### config.mk
export PLATFORM = sky130hd
export DESIGN_NAME = frodo_bank_router_flat
export DESIGN_NICKNAME = d
export VERILOG_FILES = /design/src/rtl/frodo_bank_router_pkg.sv /design/src/rtl/frodo_bank_router_if.sv /design/src/rtl/frodo_bank_router_arb.sv /design/src/rtl/frodo_bank_router.sv /design/src/flat_wrapper.sv
export SDC_FILE = /design/constraint.sdc
export NUM_CORES = 1
export LEC_CHECK = 0
export BUFFER_PORTS_ARGS = -buffer_cell sky130_fd_sc_hd__buf_2
export CELL_PAD_IN_SITES_DETAIL_PLACEMENT = 2
export CELL_PAD_IN_SITES_GLOBAL_PLACEMENT = 2
export CORE_MARGIN = 2
export CORE_UTILIZATION = 30
export DETAILED_ROUTE_END_ITERATION = 8
export PLACE_DENSITY_LB_ADDON = 0.1
export SLEW_MARGIN = 20
export SYNTH_ARGS = -nofsm -noshare
export SYNTH_HDL_FRONTEND = slang
export SYNTH_HIERARCHICAL = 1
export SYNTH_SLANG_ARGS = --single-unit
### constraint.sdc
create_clock -name clk -period 2.3 [get_ports clk]
set_input_delay 0.115 -clock clk [delete_from_list [all_inputs] [get_ports clk]]
set_output_delay 0.115 -clock clk [all_outputs]
set_load 0.03 [all_outputs]
### src/rtl/frodo_bank_router_pkg.sv
// Shared sizing, index types and address decode for the AGU memory-side bank router.
package frodo_mem_pkg;

    localparam int NUM_CH   = 4;
    localparam int NUM_BANK = 4;
    localparam int RD_LAT   = 2;
    localparam int CNT_W    = 16;

    typedef logic [1:0] bank_idx_t;
    typedef logic [1:0] ch_idx_t;

    // Read tag carried from grant to the SRAM output cycle.
    typedef struct packed {
        logic      vld;
        bank_idx_t bidx;
    } rd_tag_t;

    // Bank select is the two bits directly above the row field.
    function automatic bank_idx_t bank_of(input logic [31:0] addr, input int row_w);
        return bank_idx_t'(addr >> row_w);
    endfunction

endpackage

### src/rtl/frodo_bank_router_if.sv
// Channel-side and SRAM-side signal bundle of the bank router; the router takes the slave view.
interface frodo_bank_router_if
    import frodo_mem_pkg::*;
#(
    parameter int ADDR_WIDTH = 12,
    parameter int DATA_WIDTH = 16
);
    localparam int CH_AW = ADDR_WIDTH + 2;

    logic [NUM_CH-1:0]              ch_req;
    logic [NUM_CH-1:0]              ch_we;
    logic [NUM_CH*CH_AW-1:0]        ch_addr;
    logic [NUM_CH*DATA_WIDTH-1:0]   ch_wdata;
    logic [NUM_CH-1:0]              ch_gnt;
    logic [NUM_CH-1:0]              ch_rvalid;
    logic [NUM_CH*DATA_WIDTH-1:0]   ch_rdata;
    logic [NUM_BANK-1:0]            bank_en;
    logic [NUM_BANK-1:0]            bank_we;
    logic [NUM_BANK*ADDR_WIDTH-1:0] bank_addr;
    logic [NUM_BANK*DATA_WIDTH-1:0] bank_wdata;
    logic [NUM_BANK*DATA_WIDTH-1:0] bank_rdata;
    logic [NUM_BANK*CNT_W-1:0]      conflict_cnt;

    modport master (
        output ch_req, ch_we, ch_addr, ch_wdata, bank_rdata,
        input  ch_gnt, ch_rvalid, ch_rdata, bank_en, bank_we, bank_addr, bank_wdata, conflict_cnt
    );

    modport slave (
        input  ch_req, ch_we, ch_addr, ch_wdata, bank_rdata,
        output ch_gnt, ch_rvalid, ch_rdata, bank_en, bank_we, bank_addr, bank_wdata, conflict_cnt
    );

endinterface

### src/rtl/frodo_bank_router_arb.sv
// Per-bank 4-way fixed-priority arbiter (channel 0 highest) with a multi-requester flag.
module frodo_bank_arb
    import frodo_mem_pkg::*;
(
    input  logic [NUM_CH-1:0] req_i,
    output logic [NUM_CH-1:0] gnt_o,
    output ch_idx_t           win_o,
    output logic              conflict_o
);

    // Scan from lowest priority upward so the last hit is the highest-priority requester.
    always_comb begin
        gnt_o = '0;
        win_o = '0;
        for (int i = NUM_CH - 1; i >= 0; i--) begin
            if (req_i[i]) begin
                gnt_o    = '0;
                gnt_o[i] = 1'b1;
                win_o    = ch_idx_t'(i);
            end
        end
    end

    assign conflict_o = ($countones(req_i) > 1);

endmodule

### src/rtl/frodo_bank_router.sv
// Routes four AGU channels onto four single-port SRAM banks with 2-cycle read return.
// Optional build macro AGU_CONFLICT_CNT_EN adds saturating per-bank conflict counters.
module frodo_bank_router
    import frodo_mem_pkg::*;
#(
    parameter int ADDR_WIDTH = 12,
    parameter int DATA_WIDTH = 16
) (
    input  logic               clk,
    input  logic               rstn,
    frodo_bank_router_if.slave bus
);

    localparam int CH_AW = ADDR_WIDTH + 2;

    logic [NUM_CH-1:0][CH_AW-1:0]           ch_addr_a;
    logic [NUM_CH-1:0][DATA_WIDTH-1:0]      ch_wdata_a;
    logic [NUM_BANK-1:0][DATA_WIDTH-1:0]    bank_rdata_a;
    bank_idx_t [NUM_CH-1:0]                 ch_bank;
    logic [NUM_CH-1:0][ADDR_WIDTH-1:0]      ch_row;

    logic [NUM_BANK-1:0][NUM_CH-1:0]        bank_req;
    logic [NUM_BANK-1:0][NUM_CH-1:0]        bank_gnt;
    ch_idx_t [NUM_BANK-1:0]                 bank_win;
    logic [NUM_BANK-1:0]                    bank_conf;

    logic [NUM_CH-1:0]                      gnt_raw;
    logic [NUM_CH-1:0]                      gnt_c;
    logic [NUM_BANK-1:0]                    en_c;
    logic [NUM_BANK-1:0]                    we_c;
    logic [NUM_BANK-1:0][ADDR_WIDTH-1:0]    baddr_c;
    logic [NUM_BANK-1:0][DATA_WIDTH-1:0]    bwdata_c;

    rd_tag_t [NUM_CH-1:0]                   rd_p0_d;
    rd_tag_t [NUM_CH-1:0]                   rd_p0_q;
    logic [NUM_CH-1:0]                      rvalid_p1_d;
    logic [NUM_CH-1:0]                      rvalid_p1_q;
    logic [NUM_CH-1:0][DATA_WIDTH-1:0]      rdata_p1_d;
    logic [NUM_CH-1:0][DATA_WIDTH-1:0]      rdata_p1_q;

    assign ch_addr_a    = bus.ch_addr;
    assign ch_wdata_a   = bus.ch_wdata;
    assign bank_rdata_a = bus.bank_rdata;

    always_comb begin
        for (int i = 0; i < NUM_CH; i++) begin
            ch_bank[i] = bank_of(32'(ch_addr_a[i]), ADDR_WIDTH);
            ch_row[i]  = ch_addr_a[i][ADDR_WIDTH-1:0];
        end
    end

    always_comb begin
        bank_req = '0;
        for (int b = 0; b < NUM_BANK; b++) begin
            for (int i = 0; i < NUM_CH; i++) begin
                bank_req[b][i] = bus.ch_req[i] && (ch_bank[i] == bank_idx_t'(b));
            end
        end
    end

    for (genvar g = 0; g < NUM_BANK; g++) begin : g_arb
        frodo_bank_arb u_arb (
            .req_i      (bank_req[g]),
            .gnt_o      (bank_gnt[g]),
            .win_o      (bank_win[g]),
            .conflict_o (bank_conf[g])
        );
    end

    // Visible grant and SRAM controls are forced low while reset is held.
    always_comb begin
        gnt_raw  = '0;
        gnt_c    = '0;
        en_c     = '0;
        we_c     = '0;
        baddr_c  = '0;
        bwdata_c = '0;
        for (int b = 0; b < NUM_BANK; b++) begin
            gnt_raw = gnt_raw | bank_gnt[b];
        end
        if (rstn) begin
            gnt_c = gnt_raw;
            for (int b = 0; b < NUM_BANK; b++) begin
                if (|bank_req[b]) begin
                    en_c[b]     = 1'b1;
                    we_c[b]     = bus.ch_we[bank_win[b]];
                    baddr_c[b]  = ch_row[bank_win[b]];
                    bwdata_c[b] = ch_wdata_a[bank_win[b]];
                end
            end
        end
    end

    assign bus.ch_gnt     = gnt_c;
    assign bus.bank_en    = en_c;
    assign bus.bank_we    = we_c;
    assign bus.bank_addr  = baddr_c;
    assign bus.bank_wdata = bwdata_c;

    // p0: read tag captured at the grant edge; p1: SRAM word registered and steered per channel.
    always_comb begin
        for (int i = 0; i < NUM_CH; i++) begin
            rd_p0_d[i].vld  = gnt_raw[i] & ~bus.ch_we[i];
            rd_p0_d[i].bidx = ch_bank[i];
            rvalid_p1_d[i]  = rd_p0_q[i].vld;
            rdata_p1_d[i]   = rd_p0_q[i].vld ? bank_rdata_a[rd_p0_q[i].bidx] : rdata_p1_q[i];
        end
    end

    always_ff @(posedge clk or negedge rstn) begin
        if (!rstn) begin
            rd_p0_q     <= '0;
            rvalid_p1_q <= '0;
            rdata_p1_q  <= '0;
        end else begin
            rd_p0_q     <= rd_p0_d;
            rvalid_p1_q <= rvalid_p1_d;
            rdata_p1_q  <= rdata_p1_d;
        end
    end

    assign bus.ch_rvalid = rvalid_p1_q;
    assign bus.ch_rdata  = rdata_p1_q;

`ifdef AGU_CONFLICT_CNT_EN
    logic [NUM_BANK-1:0][CNT_W-1:0] cnt_d;
    logic [NUM_BANK-1:0][CNT_W-1:0] cnt_q;

    always_comb begin
        cnt_d = cnt_q;
        for (int b = 0; b < NUM_BANK; b++) begin
            if (bank_conf[b] && (cnt_q[b] != {CNT_W{1'b1}})) begin
                cnt_d[b] = cnt_q[b] + 1'b1;
            end
        end
    end

    always_ff @(posedge clk or negedge rstn) begin
        if (!rstn) begin
            cnt_q <= '0;
        end else begin
            cnt_q <= cnt_d;
        end
    end

    assign bus.conflict_cnt = cnt_q;
`else
    logic unused_conf;
    assign unused_conf      = |bank_conf;
    assign bus.conflict_cnt = '0;
`endif

endmodule

### src/flat_wrapper.sv
// flat-port wrapper written by rule: the top's interface ports become plain ports
module frodo_bank_router_flat import frodo_mem_pkg::*;
#(
    parameter int ADDR_WIDTH = 12,
    parameter int DATA_WIDTH = 16
)
  (clk, rstn, bus_ch_req, bus_ch_we, bus_ch_addr, bus_ch_wdata, bus_bank_rdata, bus_ch_gnt, bus_ch_rvalid, bus_ch_rdata, bus_bank_en, bus_bank_we, bus_bank_addr, bus_bank_wdata, bus_conflict_cnt);
  frodo_bank_router_if #(.ADDR_WIDTH(ADDR_WIDTH), .DATA_WIDTH(DATA_WIDTH)) bus_i ();
  input  logic clk;
  input  logic rstn;
  input wire logic [$bits(bus_i.ch_req)-1:0] bus_ch_req;
  input wire logic [$bits(bus_i.ch_we)-1:0] bus_ch_we;
  input wire logic [$bits(bus_i.ch_addr)-1:0] bus_ch_addr;
  input wire logic [$bits(bus_i.ch_wdata)-1:0] bus_ch_wdata;
  input wire logic [$bits(bus_i.bank_rdata)-1:0] bus_bank_rdata;
  output wire logic [$bits(bus_i.ch_gnt)-1:0] bus_ch_gnt;
  output wire logic [$bits(bus_i.ch_rvalid)-1:0] bus_ch_rvalid;
  output wire logic [$bits(bus_i.ch_rdata)-1:0] bus_ch_rdata;
  output wire logic [$bits(bus_i.bank_en)-1:0] bus_bank_en;
  output wire logic [$bits(bus_i.bank_we)-1:0] bus_bank_we;
  output wire logic [$bits(bus_i.bank_addr)-1:0] bus_bank_addr;
  output wire logic [$bits(bus_i.bank_wdata)-1:0] bus_bank_wdata;
  output wire logic [$bits(bus_i.conflict_cnt)-1:0] bus_conflict_cnt;
  assign bus_i.ch_req = bus_ch_req;
  assign bus_i.ch_we = bus_ch_we;
  assign bus_i.ch_addr = bus_ch_addr;
  assign bus_i.ch_wdata = bus_ch_wdata;
  assign bus_i.bank_rdata = bus_bank_rdata;
  assign bus_ch_gnt = bus_i.ch_gnt;
  assign bus_ch_rvalid = bus_i.ch_rvalid;
  assign bus_ch_rdata = bus_i.ch_rdata;
  assign bus_bank_en = bus_i.bank_en;
  assign bus_bank_we = bus_i.bank_we;
  assign bus_bank_addr = bus_i.bank_addr;
  assign bus_bank_wdata = bus_i.bank_wdata;
  assign bus_conflict_cnt = bus_i.conflict_cnt;
  frodo_bank_router #(.ADDR_WIDTH(ADDR_WIDTH), .DATA_WIDTH(DATA_WIDTH)) u_core (.clk(clk), .rstn(rstn), .bus(bus_i));
endmodule
# ---- Word-level counts from Yosys, hierarchy flattened
# Index checks and enable logic that the tools add are counted.
dict set report totals {
  reg_bits 80
  in_bits 194
  word_cells 153
}
dict set report op_classes {
  n_eq_ne 12
  n_mux 85
  n_lt_le_gt_ge 8
  reduce_logical 24
  n_bitwise 11
}
# cell count
set op_table {}
lappend op_table {{binary-select mux 16 bit (select 2 bit)} 8}
lappend op_table {{2-to-1 mux 16 bit} 12}
lappend op_table {{binary-select mux 12 bit (select 2 bit)} 4}
lappend op_table {{2-to-1 mux 12 bit} 8}
lappend op_table {{2-to-1 mux 4 bit} 19}
lappend op_table {{2-to-1 mux 64 bit} 1}
lappend op_table {{2-to-1 mux 48 bit} 1}
lappend op_table {{2-to-1 mux 2 bit} 16}
lappend op_table {{< comparator 2 x 3 -> 1 bit (second input constant)} 8}
lappend op_table {{== test 2 bit (second input constant)} 8}
lappend op_table {{logical AND 1 bit} 16}
lappend op_table {{OR reduction 4 bit} 4}
lappend op_table {{2-to-1 mux 1 bit} 12}
lappend op_table {{bitwise OR 4 bit} 3}
lappend op_table {{binary-select mux 1 bit (select 2 bit)} 4}
lappend op_table {{== test 2 x 1 -> 1 bit (second input constant)} 4}
lappend op_table {{logical NOT 2 bit} 4}
lappend op_table {{AND 1 bit} 4}
lappend op_table {{inverter 1 bit} 4}

# ---- Longest topological paths before layout
dict set report depth {
  word_depth 10
  ltp_mapped 7
  mapped_depth_nobuf 5
}

# ---- By module
# Netlist, hierarchy kept.
# module cells_each area_per_inst_um2 instances
set modules_own_cells {}
lappend modules_own_cells {frodo_bank_router 601 8894.8 1}
lappend modules_own_cells {frodo_bank_arb 13 93.8 4}

# ---- Least setup slack after synthesis
# No wires, ideal clock.
dict set report synth_path {
  path_kind {in2out}
  startpoint {input port bus_ch_addr[27]}
  endpoint {output port bus_bank_wdata[10]}
  n_path_buf 2
  slack_ns 0.118
  path_stages 7
  arrival_ns 2.067
  cell_sequence {nor3b_1 > inv_1 > a21oi_1 > buf_4 > buf_6 > mux4_2 > nor2b_1}
}
# item line_no
set synth_rtl {}
lappend synth_rtl {{from (decl)} flat_wrapper.sv:13} ;# input wire logic [$bits(bus_i.ch_addr)-1:0] bus_ch_addr;
lappend synth_rtl {{to (decl)} flat_wrapper.sv:22} ;# output wire logic [$bits(bus_i.bank_wdata)-1:0] bus_bank_wdata;

==> qor.yml <==
timing:
  report.final.hold_viol_count: 0
  drv_slew: 0
  relSlewSlack: 0.4030
  worst_pin_slew_ns: 0.8955
  post-route-period-util: 0.9473
  rsz0062_at_grt: "false"
  finalWorstSetupSlack_ns: 0.1211
  clock.fmax_mhz: 459.0
  tns_ns: 0
  setup_viol: 0
  fin_hold_ws_ns: 0.02453
  fin_skew_ns: 0.01169
  finalCriticalPeriod_ns: 2.179
clocking:
  cts_tree: "yes"
  postCtsSetupBuffers: 0
  root_buffer: "clkbuf_16"
  clock_latency_ns: 0.35
  cts_buffers: 9
  cts_sinks: 80
  clk_pin_slew_ns: 0.06
  clockBufferDepth: 2
  htreeDepth: 3
worst_setup_path:
  cp.required_ns: 2.18
  worst_setup_path_end_kind: "output pin"
  cp-start-kind: "primary input"
  rr_worst_depth: 3
  arrival_ns: 2.06
  crit_fanout: 11
  critical_path_class: "in -> out"
die:
  die_w_um: 178.8
  fp.dieH_um: 178.8
  fp.dieArea_um2: 31980
  ios: 450
  core.rowCount: 64
  core_um2: 30350
  start_util: 0.3022
placed_design:
  globalplace.congestion: 0.7844
  dp_hpwl_um: 29100
  io_buffers: 385
  pre_cts_slack_ns: 0.04605
  place_area_um2: 11620
drt:
  post_drt_wl_per_cell_um: 25.95
  wl_um: 37400
  drt_iter0_markers: 304
  dr.pass1.iters: 4
  ant_nets: 0
  avgViaCountPerCell: 5.266
  vias: 7588
  drc: 0
global_routing:
  grt.total_usage: 0.2338
  antenna_found_initial: 4
  grt_max_degree: 67
  gr-total-overflow: 0
  grt_pass1_vias: 8521
  grt_pass1_wl_um: 55360
yosys:
  avgSynthCellArea_um2: 14.22
  syn-cell-area_um2: 9170
  yosys_warnings: 6
  syn-instance-count: 645
power:
  power.leakage_nw: 5.360
  vdd_drop_max_mv: 0.3750
  pwr_density_cell_nw_per_um2: 595.7
  fin_total_pwr_mw: 7.161
worst_hold_path:
  hold_class: "in -> reg"
  hold_depth: 2
outcome:
  outcome: "completed"
cells_and_area:
  layout-drive-gt1-share: 0.6609
  fillers: 3253
  seqCellArea_um2: 2002
  multi_input_comb_area_um2: 6535
  finalInstanceArea_um2: 12020
  nNetsFinal: 1237
  syn_to_final_growth_pct: 31.08
flow_run:
  maxCapViolCount: 0
-- power breakdown --
group	internal (mW)	switching, mW	total [mW]
clock network	0.743	0.647	1.39
registers	1.76	0.213	1.97
logic	1.60	2.20	3.80
-- flip-flops by register name, indices dropped and copies added, names as in the netlist --
register              flops
u_core/bus.ch_rdata      64
u_core/bus.ch_rvalid      4
u_core/rd_p0_q           12
-- layer usage --
metal	global-route usage	share of wire	vias to the layer above
li1	-	-	3209
met1	0.2830	0.38	4030
met2	0.4188	0.52	306
met3	0.05471	0.074	37
met4	0.05589	0.016	6
met5	0	0.00086	-
-- critical path, stage by stage --
cell,delay [ns]
buf_2,0.11
and3_1,0.24
nand2b_1,0.22
a21oi_4,0.21
buf_4,0.29
mux4_2,0.52
nor2b_1,0.14
buf_2,0.20
-- placed cells by master (no fill, tap or decap), types with 2 or more instances in the layout --
cell / n
buf_2: 384
mux4_2: 156
nor2b_1: 120
dfrtp_1: 80
conb_1: 64
mux2_4: 40
buf_4: 37
mux4_1: 24
mux2_2: 24
inv_1: 16
buf_12: 16
dlygate4sd3_1: 11
clkbuf_16: 9
and3b_1: 8
nor3_1: 8
and3_1: 4
nor4_1: 4
nor2_1: 4
nand2b_1: 4
a21oi_4: 4
inv_2: 4
a211oi_4: 4
ha_1: 4
nor3b_1: 3
o41ai_4: 3
clkinv_2: 2
clkinv_4: 2
-- path summary, 6_finish.rpt --
| path | startpoint | end | slack [ns] |
|---|---|---|---|
| worst max-delay path | bus_ch_req[2] | bus_bank_addr[47] | 0.12 |
| worst min-delay path | bus_ch_we[3] | u_core/rd_p0_q[11] | 0.02 |
| worst max register to register | u_core/rd_p0_q[9] | u_core/bus.ch_rdata[58] | 0.45 |
| worst min register to register | u_core/bus.ch_rdata[12] | u_core/bus.ch_rdata[12] | 0.50 |
| max in group asynchronous | rstn | u_core/bus.ch_rdata[29] | 0.80 |
| min in group asynchronous | rstn | u_core/bus.ch_rdata[48] | 0.27 |
-- through the flow --
step,std cells,util
2_1_floorplan,708,-
3_3_place_gp,1413,0.3830
3_5_place_dp,1413,0.3830
4_1_cts,1440,0.3958
5_1_grt,1441,0.3961
6_report,1441,0.3961
-- timing repair --
action,CTS,global route
hold endpoints to repair,24,0
hold buffers,11,0
endpoints found under the setup margin,0,28
gates resized for setup,0,1
-- cell type report --
cell class	instances	area share
diodes	1	0.0002082
clock buffers	9	0.01874
clock inverters	7	0.004580
inverters	20	0.006245
multi-input cells	480	0.5437
flip-flops and latches	80	0.1665
well taps	396	0.04122
repair buffers	448	0.2188
Power figures use the tool's default switching activity.
